File: src/rtl/comm_arb_pkg.sv
// comm_arb_pkg: shared types and constants for the CommMaster arbiter.
//   arb_state_t        transaction FSM states
//   CMD_W / RESP_W     command and response widths
//   RESP_TIMEOUT_BYTE  byte returned when a response times out
package comm_arb_pkg;

  localparam int unsigned CMD_W  = 16;
  localparam int unsigned RESP_W = 8;
  localparam logic [7:0]  RESP_TIMEOUT_BYTE = 8'hEE;

  typedef enum logic [2:0] {
    IDLE,
    SEND,
    WAIT_CMPLT,
    WAIT_RESP,
    DONE
  } arb_state_t;

endpackage

File: src/rtl/comm_arbiter_rr_arbiter.sv
// rr_arbiter: round-robin requester selection with a rotating last-grant pointer.
// Ports:
//   clk, rst    clock, asynchronous active-high reset
//   req         per-requester request levels
//   upd         strobe: commit the current winner as the new last-grant
//   grant_next  one-hot winner, searching from last-grant+1 with wrap
//   valid       at least one request is pending
module rr_arbiter #(
  parameter int unsigned NUM_REQ = 2
) (
  input  logic               clk,
  input  logic               rst,
  input  logic [NUM_REQ-1:0] req,
  input  logic               upd,
  output logic [NUM_REQ-1:0] grant_next,
  output logic               valid
);

  localparam int unsigned     PW      = (NUM_REQ > 1) ? $clog2(NUM_REQ) : 1;
  localparam logic [PW:0]     N_W     = (PW+1)'(NUM_REQ);
  localparam logic [PW-1:0]   PTR_RST = PW'(NUM_REQ - 1);

  logic [PW-1:0] ptr_q;
  logic [PW-1:0] win_idx;
  logic [PW:0]   cand;

  // Walk ptr+1 .. ptr+NUM_REQ with a subtract-wrap instead of a modulo,
  // so non-power-of-two requester counts stay cheap.
  always_comb begin
    grant_next = '0;
    valid      = 1'b0;
    win_idx    = ptr_q;
    cand       = '0;
    for (int unsigned k = 1; k <= NUM_REQ; k++) begin
      cand = {1'b0, ptr_q} + (PW+1)'(k);
      if (cand >= N_W) begin
        cand = cand - N_W;
      end
      if (!valid && req[cand[PW-1:0]]) begin
        valid                      = 1'b1;
        win_idx                    = cand[PW-1:0];
        grant_next[cand[PW-1:0]]   = 1'b1;
      end
    end
  end

  always_ff @(posedge clk or posedge rst) begin
    if (rst) begin
      ptr_q <= PTR_RST;
    end else if (upd && valid) begin
      ptr_q <= win_idx;
    end
  end

endmodule

File: src/rtl/comm_arbiter.sv
// comm_arbiter: shares one CommMaster among NUM_REQ requesters. Round-robin
// arbitration, one 16-bit command per transaction, one response byte returned
// to the owner with a single-cycle done pulse.
// Ports:
//   clk, rst         clock, asynchronous active-high reset
//   req              per-requester request levels
//   req_cmd          packed commands, requester i at [16i+15:16i]
//   gnt              one-hot owner of the current transaction
//   done             one-cycle pulse to the owner at transaction end
//   resp_out         response byte (holds last value between transactions)
//   resp_err         high with done when the response timed out
//   busy             high whenever the FSM is not idle
//   cm_cmd           command to CommMaster
//   cm_snd_cmd       launch pulse to CommMaster
//   cm_clr_resp_rdy  clears CommMaster response-ready
//   cm_cmd_cmplt     CommMaster transmit complete (level)
//   cm_rdy           CommMaster response available (sticky level)
//   cm_resp          CommMaster response byte
// Build option: define RESP_TIMEOUT_EN to enable the TIMEOUT_CYCLES response
// timeout; otherwise the block waits indefinitely and resp_err stays 0.
module comm_arbiter
  import comm_arb_pkg::*;
#(
  parameter int unsigned NUM_REQ        = 2,
  parameter int unsigned TIMEOUT_CYCLES = 1000000
) (
  input  logic                     clk,
  input  logic                     rst,
  input  logic [NUM_REQ-1:0]       req,
  input  logic [16*NUM_REQ-1:0]    req_cmd,
  output logic [NUM_REQ-1:0]       gnt,
  output logic [NUM_REQ-1:0]       done,
  output logic [7:0]               resp_out,
  output logic                     resp_err,
  output logic                     busy,
  output logic [15:0]              cm_cmd,
  output logic                     cm_snd_cmd,
  output logic                     cm_clr_resp_rdy,
  input  logic                     cm_cmd_cmplt,
  input  logic                     cm_rdy,
  input  logic [7:0]               cm_resp
);

  arb_state_t           state_q, state_d;
  logic [NUM_REQ-1:0]   arb_gnt;
  logic                 arb_valid;
  logic                 arb_upd;
  logic [NUM_REQ-1:0]   gnt_q;
  logic [CMD_W-1:0]     cmd_q;
  logic [CMD_W-1:0]     cmd_sel;
  logic [RESP_W-1:0]    resp_q;
  logic                 err_q;
  logic                 tmo;

  assign arb_upd = (state_q == IDLE);

  rr_arbiter #(.NUM_REQ(NUM_REQ)) u_rr (
    .clk        (clk),
    .rst        (rst),
    .req        (req),
    .upd        (arb_upd),
    .grant_next (arb_gnt),
    .valid      (arb_valid)
  );

  always_comb begin
    cmd_sel = '0;
    for (int unsigned i = 0; i < NUM_REQ; i++) begin
      if (arb_gnt[i]) begin
        cmd_sel = req_cmd[i*CMD_W +: CMD_W];
      end
    end
  end

`ifdef RESP_TIMEOUT_EN
  localparam int unsigned TCW =
    ($clog2(TIMEOUT_CYCLES) + 1 > 20) ? $clog2(TIMEOUT_CYCLES) + 1 : 20;
  localparam logic [TCW-1:0] TMO_LAST = TCW'(TIMEOUT_CYCLES - 1);

  logic [TCW-1:0] tcnt_q;
  logic [TCW-1:0] tcnt_inc;

  assign tcnt_inc = tcnt_q + TCW'(1);
  // Fires on the edge where the counter steps onto TIMEOUT_CYCLES-1, which
  // places DONE exactly TIMEOUT_CYCLES cycles after SEND.
  assign tmo = ((state_q == WAIT_CMPLT) || (state_q == WAIT_RESP)) &&
               (tcnt_inc == TMO_LAST);

  always_ff @(posedge clk or posedge rst) begin
    if (rst) begin
      tcnt_q <= '0;
    end else if (state_q == SEND) begin
      tcnt_q <= '0;
    end else if ((state_q == WAIT_CMPLT) || (state_q == WAIT_RESP)) begin
      tcnt_q <= tcnt_inc;
    end
  end
`else
  assign tmo = 1'b0;
`endif

  // State register
  always_ff @(posedge clk or posedge rst) begin
    if (rst) begin
      state_q <= IDLE;
    end else begin
      state_q <= state_d;
    end
  end

  // Next-state logic; timeout takes precedence in WAIT_CMPLT since the
  // counter would step past its terminal value after leaving that state.
  always_comb begin
    state_d = state_q;
    unique case (state_q)
      IDLE:       if (arb_valid) state_d = SEND;
      SEND:       state_d = WAIT_CMPLT;
      WAIT_CMPLT: begin
        if (tmo)               state_d = DONE;
        else if (cm_cmd_cmplt) state_d = WAIT_RESP;
      end
      WAIT_RESP:  if (cm_rdy || tmo) state_d = DONE;
      DONE:       state_d = IDLE;
      default:    state_d = IDLE;
    endcase
  end

  // Transaction datapath: owner, command, captured response
  always_ff @(posedge clk or posedge rst) begin
    if (rst) begin
      gnt_q  <= '0;
      cmd_q  <= '0;
      resp_q <= '0;
      err_q  <= 1'b0;
    end else begin
      case (state_q)
        IDLE: begin
          if (arb_valid) begin
            gnt_q <= arb_gnt;
            cmd_q <= cmd_sel;
          end
        end
        WAIT_CMPLT: begin
          if (tmo) begin
            resp_q <= RESP_TIMEOUT_BYTE;
            err_q  <= 1'b1;
          end
        end
        WAIT_RESP: begin
          // A real byte arriving with the timeout wins.
          if (cm_rdy) begin
            resp_q <= cm_resp;
            err_q  <= 1'b0;
          end else if (tmo) begin
            resp_q <= RESP_TIMEOUT_BYTE;
            err_q  <= 1'b1;
          end
        end
        DONE: begin
          gnt_q <= '0;
          err_q <= 1'b0;
        end
        default: ;
      endcase
    end
  end

  // Output decode
  always_comb begin
    done            = '0;
    cm_snd_cmd      = 1'b0;
    cm_clr_resp_rdy = 1'b0;
    resp_err        = 1'b0;
    busy            = (state_q != IDLE);
    case (state_q)
      SEND: begin
        cm_snd_cmd      = 1'b1;
        cm_clr_resp_rdy = 1'b1;
      end
      DONE: begin
        done            = gnt_q;
        cm_clr_resp_rdy = 1'b1;
        resp_err        = err_q;
      end
      default: ;
    endcase
  end

  assign gnt      = gnt_q;
  assign cm_cmd   = cmd_q;
  assign resp_out = resp_q;

endmodule

File: config.mk
export PLATFORM = sky130hd
export DESIGN_NAME = comm_arbiter
export DESIGN_NICKNAME = d
export VERILOG_FILES = /design/src/rtl/comm_arb_pkg.sv /design/src/rtl/comm_arbiter_rr_arbiter.sv /design/src/rtl/comm_arbiter.sv
export SDC_FILE = /design/constraint.sdc
export NUM_CORES = 1
export LEC_CHECK = 0
export BUFFER_PORTS_ARGS = -buffer_cell sky130_fd_sc_hd__buf_4
export CORE_MARGIN = 2
export CORE_UTILIZATION = 48
export DETAILED_ROUTE_END_ITERATION = 7
export PLACE_DENSITY = 0.88
export SLEW_MARGIN = 40
export SYNTH_ARGS = -nofsm -noshare
export SYNTH_HDL_FRONTEND = slang
export SYNTH_SLANG_ARGS = --single-unit
File: constraint.sdc
create_clock -name clk -period 4.5 [get_ports clk]
set_clock_uncertainty 0.15 [all_clocks]
set_input_delay 0.225 -clock clk [delete_from_list [all_inputs] [get_ports clk]]
set_output_delay 0.225 -clock clk [all_outputs]
set_load 0.005 [all_outputs]
# [After elaboration in Yosys (flattened, before gate mapping)]
# Index checks and enable logic that the tools add are counted.
[word_totals] register_bits=31 inputBits=46 out_inout_bits=32 wordCells=71
[op_classes] addsub=4 magnitude_cmp=6 eq_ne=7 muxes=30 bitwise=1 n_reduce_logical=17
[op_table] operator="two-way mux 16 bit" n=2
[op_table] operator="two-way mux 1 bit" n=16
[op_table] operator="one-hot mux 3 bit (4 select lines)" n=1
[op_table] operator="AND reduction 2 bit" n=5
[op_table] operator="two-way mux 3 bit" n=3
[op_table] operator="two-way mux 2 bit" n=4
[op_table] operator="== test 3 x 2 -> 1 bit (second input constant)" n=2
[op_table] operator="inequality test 2 bit (second input constant)" n=3
[op_table] operator="nonzero test 2 bit" n=3
[op_table] operator=">= comparator 2 bit (second input constant)" n=2
[op_table] operator="logical AND 1 bit" n=4
[op_table] operator="< comparator 1 x 2 -> 1 bit (second input constant)" n=2
[op_table] operator="one-hot mux 2 bit (2 select lines)" n=1
[op_table] operator="== test 3 x 1 -> 1 bit (second input constant)" n=1
[op_table] operator="== test 3 bit (second input constant)" n=1
[op_table] operator="zero test 3 bit" n=1
[op_table] operator="AND reduction 3 bit" n=1
[op_table] operator="nonzero test 3 bit" n=1
[op_table] operator="adder 1 x 1 -> 2 bit (second input constant)" n=1
[op_table] operator="adder 1 x 2 -> 2 bit (second input constant)" n=1
[op_table] operator="demux 1 bit (select 1 bit)" n=2
[op_table] operator=">= comparator 1 bit (second input constant)" n=2
[op_table] operator="bitwise OR 2 bit" n=1
[op_table] operator="one-hot mux 1 bit (2 select lines)" n=1
[op_table] operator="3 further kinds" n=4

# [Depth between registers and ports, before layout]
# Gate-level depths: netlist of the first run.
[depth] word_depth=12 mapped_depth=6 mapped_depth_nobuf=4

# [Modules after synthesis]
# From an unflattened synthesis of the first run, not the netlist that was laid out.
[hier_totals] cells_unflattened=132 area_unflattened_um2=1418.9
[modules_own_cells] module="comm_arbiter" n_inst=1 cells_each=124 area_each_um2=1352.5 seq_area_each_um2=725.7
[modules_own_cells] module="rr_arbiter" n_inst=1 cells_each=8 area_each_um2=66.3 seq_area_each_um2=26.3

# [Least setup slack after synthesis of the first run]
# OpenSTA, ideal clock, no wires.
[synth_timing] path_kind="flip-flop to flip-flop" startpoint="register state_q[2]" endpoint="register cmd_q[10], in the netlist cm_cmd[10]" setup_time_ns=0.125 arrival_time_ns=1.392 setup_slack_ns=2.833 path_stages_with_launch=7 path_buffers=2 cell_sequence="dfrtp_1 -> clkbuf_8 -> nor3_4 -> inv_4 -> nor2_4 -> buf_12 -> mux2_4"
[synth_between] elab_chain_cells=2
[synth_lines] element="start, declared" line="comm_arbiter.sv:44" rtl="arb_state_t state_q, state_d;"
[synth_lines] element="start signal, assigned" line="comm_arbiter.sv:107" rtl="state_q <= state_d;"
[synth_lines] element="zero test 3 bit" line="comm_arbiter.sv:136" rtl="case (state_q)"
[synth_lines] element="AND reduction 2 bit (no line)"
[synth_lines] element="end signal, assigned" line="comm_arbiter.sv:140" rtl="cmd_q <= cmd_sel;"
[synth_lines] element="end, declared" line="comm_arbiter.sv:49" rtl="logic [CMD_W-1:0] cmd_q;"
# Every way passes these cells.
# A chain may end at the register's enable or synchronous reset.

# [Final worst setup path of the first run]
[layout_timing] startpoint="register state_q[1]" endpoint="register cmd_q[13], in the netlist cm_cmd[13]"
# The elaborated chain is that of the path after synthesis.

==> flow_metrics.env, run 1 <==
export IMPL_status="complete, no violations"
export IMPL_layout_area_seq_um2=752.0
export IMPL_drive_gt1_share_pct=59.60
export IMPL_start_util_pct=49.92
export IMPL_drcViolationCount=0
export IMPL_hold_path_class="in -> reg"
export IMPL_most_common_layout_cells="76 x buf_4, 29 x dfrtp_1, 13 x dlygate4sd3_1, 12 x a32o_1"
export IMPL_crit_arrival_ps=2040
export IMPL_total_power_uw=1272
export IMPL_yosysTopAreaCell="dfrtp_1"
export IMPL_cts_hold_buf=13
export IMPL_die_area_um2=3614
export IMPL_worst_pin_slew_ps=738.9
export IMPL_cts_tree="built"
export IMPL_htree_levels=2
export IMPL_r2r_slack_ps=2530
export IMPL_dp_cells=221
export IMPL_fin_hold_ws_ps=45.98
export IMPL_clkLatencyLatePin_ps=330
export IMPL_syn_nets=156
export IMPL_clk_path_buf_depth=2
export IMPL_grt_pass1_vias=1332
export IMPL_final_cell_area_um2=2223
export IMPL_setup_violations=0
export IMPL_max_vdd_ir_drop_uv=308.3
export IMPL_numCtsBuffers=5
export IMPL_worstSetupStartpoint="state_q[1]$_DFFE_PP0P_"
export IMPL_grt_pass1_wl_mm=6.182
export IMPL_diodes=0
export IMPL_final_max_slew_viol_count=0
export IMPL_start_kind="register"
export IMPL_n_fill_cell=196
export IMPL_fmax_ghz=0.5072
export IMPL_row_count=20
export IMPL_crit_required_ps=4570
export IMPL_instances_no_fill=242
export IMPL_p_leak_uw=0.001097
export IMPL_final_antenna_net_count=0
export IMPL_multi_input_area_um2=641.9
export IMPL_hold_violations=0
export IMPL_place_congestion=0.7714
export IMPL_maxCapViolations=0
export IMPL_avgSynthCellArea_um2=13.74
export IMPL_dp_hpwl_mm=2.848
export IMPL_ys_seq_elements=30
export IMPL_crit_end="cm_cmd[13]$_DFFE_PP0P_"
export IMPL_fin_crit_ps=1972
export IMPL_fin_nets=243
export IMPL_grt_usage_pct=23.80
export IMPL_path_class="reg -> reg"
export IMPL_syn_area_um2=1511
export IMPL_antenna_found_initial=0
export IMPL_post_cts_resized=0
export IMPL_placedInstanceArea_um2=2033
export IMPL_drt_total_wl_mm=4.032
export IMPL_clkTransAtPathRegs_ps=100
export IMPL_synthCells=110
export IMPL_drt_iter0_drc=34
export IMPL_root_buffer="clkbuf_4"
export IMPL_power_density_nw_per_um2=572.2
export IMPL_max_slew_margin_pct=50.45
export IMPL_grt_overflow_total=0
export IMPL_yosys_warnings=0
export IMPL_die_w_um=60.12
export IMPL_vias=1285
export IMPL_postCtsSetupRepairBufs=0
export IMPL_grt_max_degree=31
export IMPL_post_route_period_util_pct=43.81
export IMPL_core_area_um2=3028
export IMPL_worst_path_max_fanout=12
export IMPL_layout_commonest_cell="buf_4"
export IMPL_r2r_end="cm_cmd[13]$_DFFE_PP0P_"
export IMPL_seq_area_frac_synth_pct=49.75
export IMPL_tns_ps=0
export IMPL_synth_distinct_cells=32
export IMPL_syn2layout_area_growth_pct=47.10
export IMPL_io_buffers=76
export IMPL_worstReg2RegStart="state_q[1]$_DFFE_PP0P_"
export IMPL_synth_area_top_cells="dfrtp_1 48%, mux2_4 9.9%, a32o_1 7.9%, mux2_2 7.5%, clkbuf_8 3.6%"
export IMPL_endpoint_kind="register"
export IMPL_clock_sinks=30
export IMPL_vias_per_cell=5.310
export IMPL_synth_top_area_share_pct=48.01
export IMPL_rr_worst_depth=4
export IMPL_rsz0062_at_grt="no"
export IMPL_drtPass1Iterations=5
export IMPL_pin_count=78
export IMPL_post_drt_wl_per_cell_um=16.66
export IMPL_fp_dieH_um=60.12
## cells by family (layout without fill, tap and decap cells)
kind of cell	after synthesis	after routing	share of synthesized area (%)
buf+inv	12	100	7.782
simple gates	21	21	9.437
flops	30	30	49.75
other cells	1	1	0.2481
compound gates	25	25	14.82
mux	20	20	17.38
xor+xnor	1	1	0.5796
## worst min-delay path by stage
stage | from | to | slack (ps) | cells past startpoint
after floorplan | rst | cm_cmd[0]$_DFFE_PP0P_ | 170 | 1
after global placement | cm_resp[4] | resp_out[4]$_DFFE_PP0P_ | 310 | 2
after detailed placement | rst | resp_out[5]$_DFFE_PP0P_ | 190 | 2
after CTS | req[1] | u_rr.ptr_q$_DFFE_PP1P_ | 30 | 3
after global routing | req[1] | u_rr.ptr_q$_DFFE_PP1P_ | 80 | 3
final | req[1] | u_rr.ptr_q$_DFFE_PP1P_ | 50 | 3
## flip-flops by register name (all words and copies together) (netlist names)
name / cells
u_rr.ptr_q: 1
state_q: 3
resp_out: 8
gnt: 2
cm_cmd: 16
## cell type report
cell class | instances | share of cell area [%]
Clock inverter | 1 | 0.2251
Multi-Input combinational cell | 68 | 28.87
Timing Repair Buffer | 89 | 31.51
Sequential cell | 30 | 33.82
Tap cell | 44 | 2.476
Inverter | 3 | 0.6190
Clock buffer | 7 | 2.476
## worst max-delay path, stage by stage (launching register included)
cell	delay, ps
dfrtp_1	460
nor3_4	410
inv_4	60
nor2_4	390
mux2_2	390
## synth_stat cells, drive strengths merged
cell type	count
a21oi	2
and3	8
nand2	1
a22o	1
a21boi	1
a221o	4
o21ai	4
xnor2	1
a31o	1
nor2	5
and2b	1
inv	3
nor3b	1
dfrtp	29
conb	1
buf	5
a32o	12
nor3	2
nand2b	2
dfstp	1
mux2	20
nor2b	1
clkbuf	4
## layer usage
| layer | vias to the layer above | GRT usage, % | part of all wire (%) |
|---|---|---|---|
| li1 | 585 | - | - |
| met1 | 639 | 27.27 | 39 |
| met2 | 53 | 39.75 | 52 |
| met3 | 8 | 7.792 | 6.6 |
| met4 | 0 | 11.43 | 2.0 |
| met5 | - | 0 | 0 |
## where the power goes
group	total, uW	switching, uW	internal, uW	leakage (uW)
Clock	169	93.1	75.6	0.0000353
Combinational	602	221	381	0.000694
Sequential	501	100	401	0.000368
Total	1270	414	858	0.00110
## per-stage QoR
step / utilization, % / setup slack, ps
global route: 73.43 / 2422
finish: 73.43 / 2528
global placement: 67.15 / 2627
detailed placement: 67.15 / 2541
CTS: 73.43 / 2525
floorplan: - / 2833
Power figures use the tool's default switching activity.
==> inputs of run 2 (changes only) <==
- CORE_UTILIZATION: 48 -> 40
- PLACE_DENSITY: 0.88 -> 0.79
- clock period: 4.5 -> 1.7 ns (I/O delays scaled with it)
==> flow_metrics.env, run 2 (same netlist as run 1, synthesis figures left out) <==
export IMPL_dp_cells=231
export IMPL_final_cell_area_um2=2354
export IMPL_drt_iter0_drc=77
export IMPL_start_util_pct=41.60
export IMPL_hold_violations=0
export IMPL_grt_pass1_wl_mm=6.423
export IMPL_use_met2_pct=34.31
export IMPL_grt_pass1_vias=1327
export IMPL_largest_reg_flops=16
export IMPL_fin_hold_ws_ps=2.030
export IMPL_p_leak_uw=0.001158
export IMPL_dp_hpwl_mm=2.843
export IMPL_crit_required_ps=1720
export IMPL_core_area_um2=3633
export IMPL_die_area_um2=4286
export IMPL_row_count=22
export IMPL_grtUsageMet1_pct=24.58
export IMPL_grt_busiest_layer="met2"
export IMPL_drive_gt1_share_pct=61.95
export IMPL_grt_max_degree=31
export IMPL_post_drt_wl_per_cell_um=15.82
export IMPL_final_max_slew_viol_count=0
export IMPL_fin_crit_ps=1635
export IMPL_fin_nets=250
export IMPL_root_buffer="clkbuf_8"
export IMPL_crit_arrival_ps=1650
export IMPL_setup_violations=0
export IMPL_diodes=0
export IMPL_power_density_nw_per_um2=1571
export IMPL_rsz0062_at_grt="yes"
export IMPL_hold_path_class="in -> reg"
export IMPL_instances_no_fill=253
export IMPL_drtPass1Iterations=4
export IMPL_worst_path_max_fanout=10
export IMPL_max_slew_margin_pct=49.66
export IMPL_maxCapViolations=0
export IMPL_htree_levels=2
export IMPL_io_buffers=76
export IMPL_vias=1277
export IMPL_post_route_period_util_pct=96.16
export IMPL_grt_usage_pct=20.05
export IMPL_start_kind="register"
export IMPL_worst_pin_slew_ps=750.7
export IMPL_use_met3_pct=4.281
export IMPL_max_vdd_ir_drop_uv=711.3
export IMPL_path_class="reg -> reg"
export IMPL_antenna_found_initial=0
export IMPL_fmax_ghz=0.6117
export IMPL_clkLatencyLatePin_ps=280
export IMPL_pin_count=78
export IMPL_cts_tree="built"
export IMPL_clkTransAtPathRegs_ps=60
export IMPL_final_antenna_net_count=0
export IMPL_place_congestion=0.6818
export IMPL_fp_dieH_um=65.47
export IMPL_most_common_layout_cells="81 x buf_4, 29 x dfrtp_1, 14 x dlygate4sd3_1, 12 x a32o_1"
export IMPL_drcViolationCount=0
export IMPL_clock_sinks=30
export IMPL_die_w_um=65.47
export IMPL_numCtsBuffers=5
export IMPL_status="complete, no violations"
export IMPL_clk_path_buf_depth=2
export IMPL_vias_per_cell=5.047
export IMPL_drt_total_wl_mm=4.003
export IMPL_syn2layout_area_growth_pct=55.71
export IMPL_placedInstanceArea_um2=2096
export IMPL_layout_commonest_cell="buf_4"
export IMPL_final_util_pct=64.77
export IMPL_endpoint_kind="register"
export IMPL_grt_overflow_total=0
==> run 2: repair_timing <==
item	in CTS	in global routing
hold endpoints to repair	42	0
buffers inserted	0	0
resized for setup	1	2
hold buffers	14	0
setup endpoints to repair	2	16
==> run 2: layer usage <==
metal | vias to the layer above | part of all wire [%] | wire length, um
li1 | 601 | - | -
met1 | 632 | 41 | 1622
met2 | 38 | 53 | 2129
met3 | 6 | 4.6 | 186
met4 | 0 | 1.6 | 65
met5 | - | 0 | 0
==> run 2: worst paths after layout <==
path | from | to | slack, ps | cells past startpoint
hold reg to reg | resp_out[3]$_DFFE_PP0P_ | resp_out[3]$_DFFE_PP0P_ | 360 | 1
max in group asynchronous | rst | u_rr.ptr_q$_DFFE_PP1P_ | 780 | 4
setup / recovery | state_q[0]$_DFFE_PP0P_ | cm_cmd[11]$_DFFE_PP0P_ | 70 | 5
setup reg to reg | state_q[0]$_DFFE_PP0P_ | cm_cmd[11]$_DFFE_PP0P_ | 70 | 5
min in group asynchronous | rst | cm_cmd[1]$_DFFE_PP0P_ | 310 | 4
hold / removal | req_cmd[25] | cm_cmd[9]$_DFFE_PP0P_ | 2 | 3
==> run 2: per-stage QoR <==
step           setup TNS, ps  worst slack (ps)  total power, uW
2_1_floorplan              0             33.26             2220
3_3_place_gp               0             99.16             2918
3_5_place_dp               0             15.82             3004
4_1_cts                    0             5.689             3707
5_1_grt               -9.021            -8.267             3926
6_report                   0             65.34             3697
==> run 2: power by group <==
group	internal (uW)	switching [uW]
Sequential	1070	230
Combinational	1100	634
Clock	408	258
==> run 2: worst max-delay path: stages, from the launching register on <==
cell and delay [ps]:
dfrtp_1 440, nor3_4 250, inv_4 60, nor2_4 140, buf_12 160, mux2_4 310
==> run 2: cell type report <==
type / count / area (um2)
inverter: 3 / 13.76
clock buffer: 8 / 110.1
fill: 289 / 1280
multi-input combinational: 68 / 649.4
timing repair buffer: 96 / 768.2
sequential: 30 / 752.0
tap: 48 / 60.06
==> inputs of run 3 (changes only) <==
- REMOVE_ABC_BUFFERS: default -> 1
==> flow_metrics.env, run 3 (same netlist as run 1, synthesis figures left out) <==
export IMPL_status="complete, no violations"
export IMPL_pwr_share_comb_pct=45.8
export IMPL_placedInstanceArea_um2=2088
export IMPL_grt_usage_pct=20.58
export IMPL_place_congestion=0.7562
export IMPL_instances_no_fill=254
export IMPL_crit_chain="nor3_4 -> inv_4 -> nor2_4 -> buf_12 -> mux2_2"
export IMPL_worstSetupStartpoint="state_q[0]$_DFFE_PP0P_"
export IMPL_pin_count=78
export IMPL_clock_sinks=30
export IMPL_fin_nets=251
export IMPL_clockPowerShare_pct=18.9
export IMPL_die_w_um=65.47
export IMPL_r2r_slack_ps=80
export IMPL_start_kind="register"
export IMPL_slowest_delay_ps=460
export IMPL_drtPass1Iterations=6
export IMPL_numCtsBuffers=5
export IMPL_grt_pass1_wl_mm=6.582
export IMPL_max_vdd_ir_drop_uv=956.3
export IMPL_grt_pass1_vias=1382
export IMPL_path_class="reg -> reg"
export IMPL_clkLatencyLatePin_ps=280
export IMPL_r2r_end="cm_cmd[14]$_DFFE_PP0P_"
export IMPL_layout_area_seq_um2=752.0
export IMPL_critPathSlowestCell="dfrtp_1"
export IMPL_fin_hold_ws_ps=5.512
export IMPL_fin_ws_ps=79.23
export IMPL_worst_path_max_fanout=12
export IMPL_clk_path_buf_depth=2
export IMPL_multi_input_area_um2=651.9
export IMPL_dp_hpwl_mm=2.926
export IMPL_dp_cells=230
export IMPL_start_util_pct=41.60
export IMPL_hold_path_startpoint="req_cmd[20]"
export IMPL_layout_commonest_cell="buf_4"
export IMPL_grt_max_degree=31
export IMPL_dp_slack_ps=51.11
export IMPL_min_to="cm_cmd[4]$_DFFE_PP0P_"
export IMPL_drcViolationCount=0
export IMPL_die_area_um2=4286
export IMPL_drt_total_wl_mm=4.073
export IMPL_final_antenna_net_count=0
export IMPL_cts_tree="built"
export IMPL_grt_overflow_total=0
export IMPL_diodes=0
export IMPL_syn2layout_area_growth_pct=56.62
export IMPL_final_max_slew_viol_count=0
export IMPL_crit_required_ps=1720
export IMPL_root_buffer="clkbuf_8"
export IMPL_p_leak_uw=0.001166
export IMPL_core_area_um2=3633
export IMPL_post_route_period_util_pct=95.34
export IMPL_power_density_nw_per_um2=1568
export IMPL_hold_path_class="in -> reg"
export IMPL_post_drt_wl_per_cell_um=16.04
export IMPL_most_common_layout_cells="80 x buf_4, 29 x dfrtp_1, 16 x dlygate4sd3_1, 12 x a32o_1"
export IMPL_n_fill_cell=284
export IMPL_fin_crit_ps=1621
export IMPL_setup_violations=0
export IMPL_rr_worst_depth=5
export IMPL_holdPathStages=3
export IMPL_switchingPower_uw=1135
export IMPL_final_cell_area_um2=2367
export IMPL_io_buffers=76
export IMPL_crit_arrival_ps=1640
export IMPL_fmax_ghz=0.6170
export IMPL_fp_dieH_um=65.47
export IMPL_internal_power_uw=2577
export IMPL_crit_buf_inv=2
export IMPL_rsz0062_at_grt="yes"
export IMPL_seqPwrFrac_pct=35.3
export IMPL_drt_iter0_drc=57
export IMPL_swShare_pct=30.58
export IMPL_maxCapViolations=0
export IMPL_vias=1317
export IMPL_cp_top_family="flip-flops"
export IMPL_endpoint_kind="register"
export IMPL_row_count=22
export IMPL_largest_reg_flops=16
export IMPL_clkTransAtPathRegs_ps=70
export IMPL_hold_violations=0
export IMPL_htree_levels=2
export IMPL_antenna_found_initial=0
export IMPL_worstReg2RegStart="state_q[0]$_DFFE_PP0P_"
export IMPL_drive_gt1_share_pct=60.19
export IMPL_vias_per_cell=5.185
==> run 3: cell types whose count changed in the layout (fill, tap and decap cells not counted) <==
| cell | change |
|---|---|
| clkbuf_8 | -3 |
| clkinv_2 | +2 |
| dlygate4sd3_1 | +2 |
| a21boi_2 | -1 |
| a21boi_4 | +1 |
| buf_4 | -1 |
| bufinv_16 | +1 |
| nand2b_1 | +1 |
| nand2b_2 | -1 |
| nor2_1 | +1 |
| nor2_2 | -1 |
==> run 3: final cells by class <==
cell class / instances / share of cell area, %
inverters: 3 / 0.5814
flip-flops and latches: 30 / 31.77
multi-input cells: 68 / 27.54
clock inverters: 3 / 1.691
repair buffers: 97 / 32.98
clock buffers: 5 / 2.907
well taps: 48 / 2.537
==> run 3: worst min-delay path, cell delays in order <==
cell    delay, ps
buf_4          80
a32o_1        110
mux2_4        140
==> run 3: repair_timing <==
action                                  4_1_cts  5_1_grt
hold buffers                                 16        0
resized for setup                             0        2
setup buffers                                 0        0
endpoints found under the setup margin        0       13
endpoints found under the hold margin        42        0
==> run 3: per-stage QoR <==
stage | util [%] | setup TNS [ps] | total power (uW)
global placement | 57.47 | 0 | 2897
detailed placement | 57.47 | 0 | 2985
global route | 65.15 | -2.855 | 3927
CTS | 64.88 | 0 | 3734
floorplan | - | -560.5 | 2117
finish | 65.15 | 0 | 3712
==> run 3: routing by layer <==
layer | share of wire, % | track usage (%) | vias to the layer above
met4 | 2.1 | 9.375 | 0
met1 | 39 | 23.70 | 646
met5 | 0 | 0 | -
met3 | 5.0 | 4.110 | 10
li1 | - | - | 601
met2 | 54 | 36.61 | 60
==> run 3: worst max path at each step <==
| stage | to | slack, ps | depth (start not counted) |
|---|---|---|---|
| after floorplan | cm_cmd[13]$_DFFE_PP0P_ | -80 | 4 |
| after global placement | cm_cmd[14]$_DFFE_PP0P_ | 120 | 5 |
| after detailed placement | cm_cmd[0]$_DFFE_PP0P_ | 50 | 3 |
| after CTS | cm_cmd[0]$_DFFE_PP0P_ | 20 | 5 |
| after global routing | done[1] | -3 | 3 |
| final | cm_cmd[14]$_DFFE_PP0P_ | 80 | 5 |
==> run 3: power groups by stage <==
stage / Combinational (uW) / Clock (uW) / Sequential [uW]
2_1_floorplan: 812 / 0 / 1300
3_3_place_gp: 1610 / 0 / 1290
3_5_place_dp: 1670 / 0 / 1310
4_1_cts: 1710 / 714 / 1310
5_1_grt: 1840 / 738 / 1350
6_report: 1700 / 702 / 1310
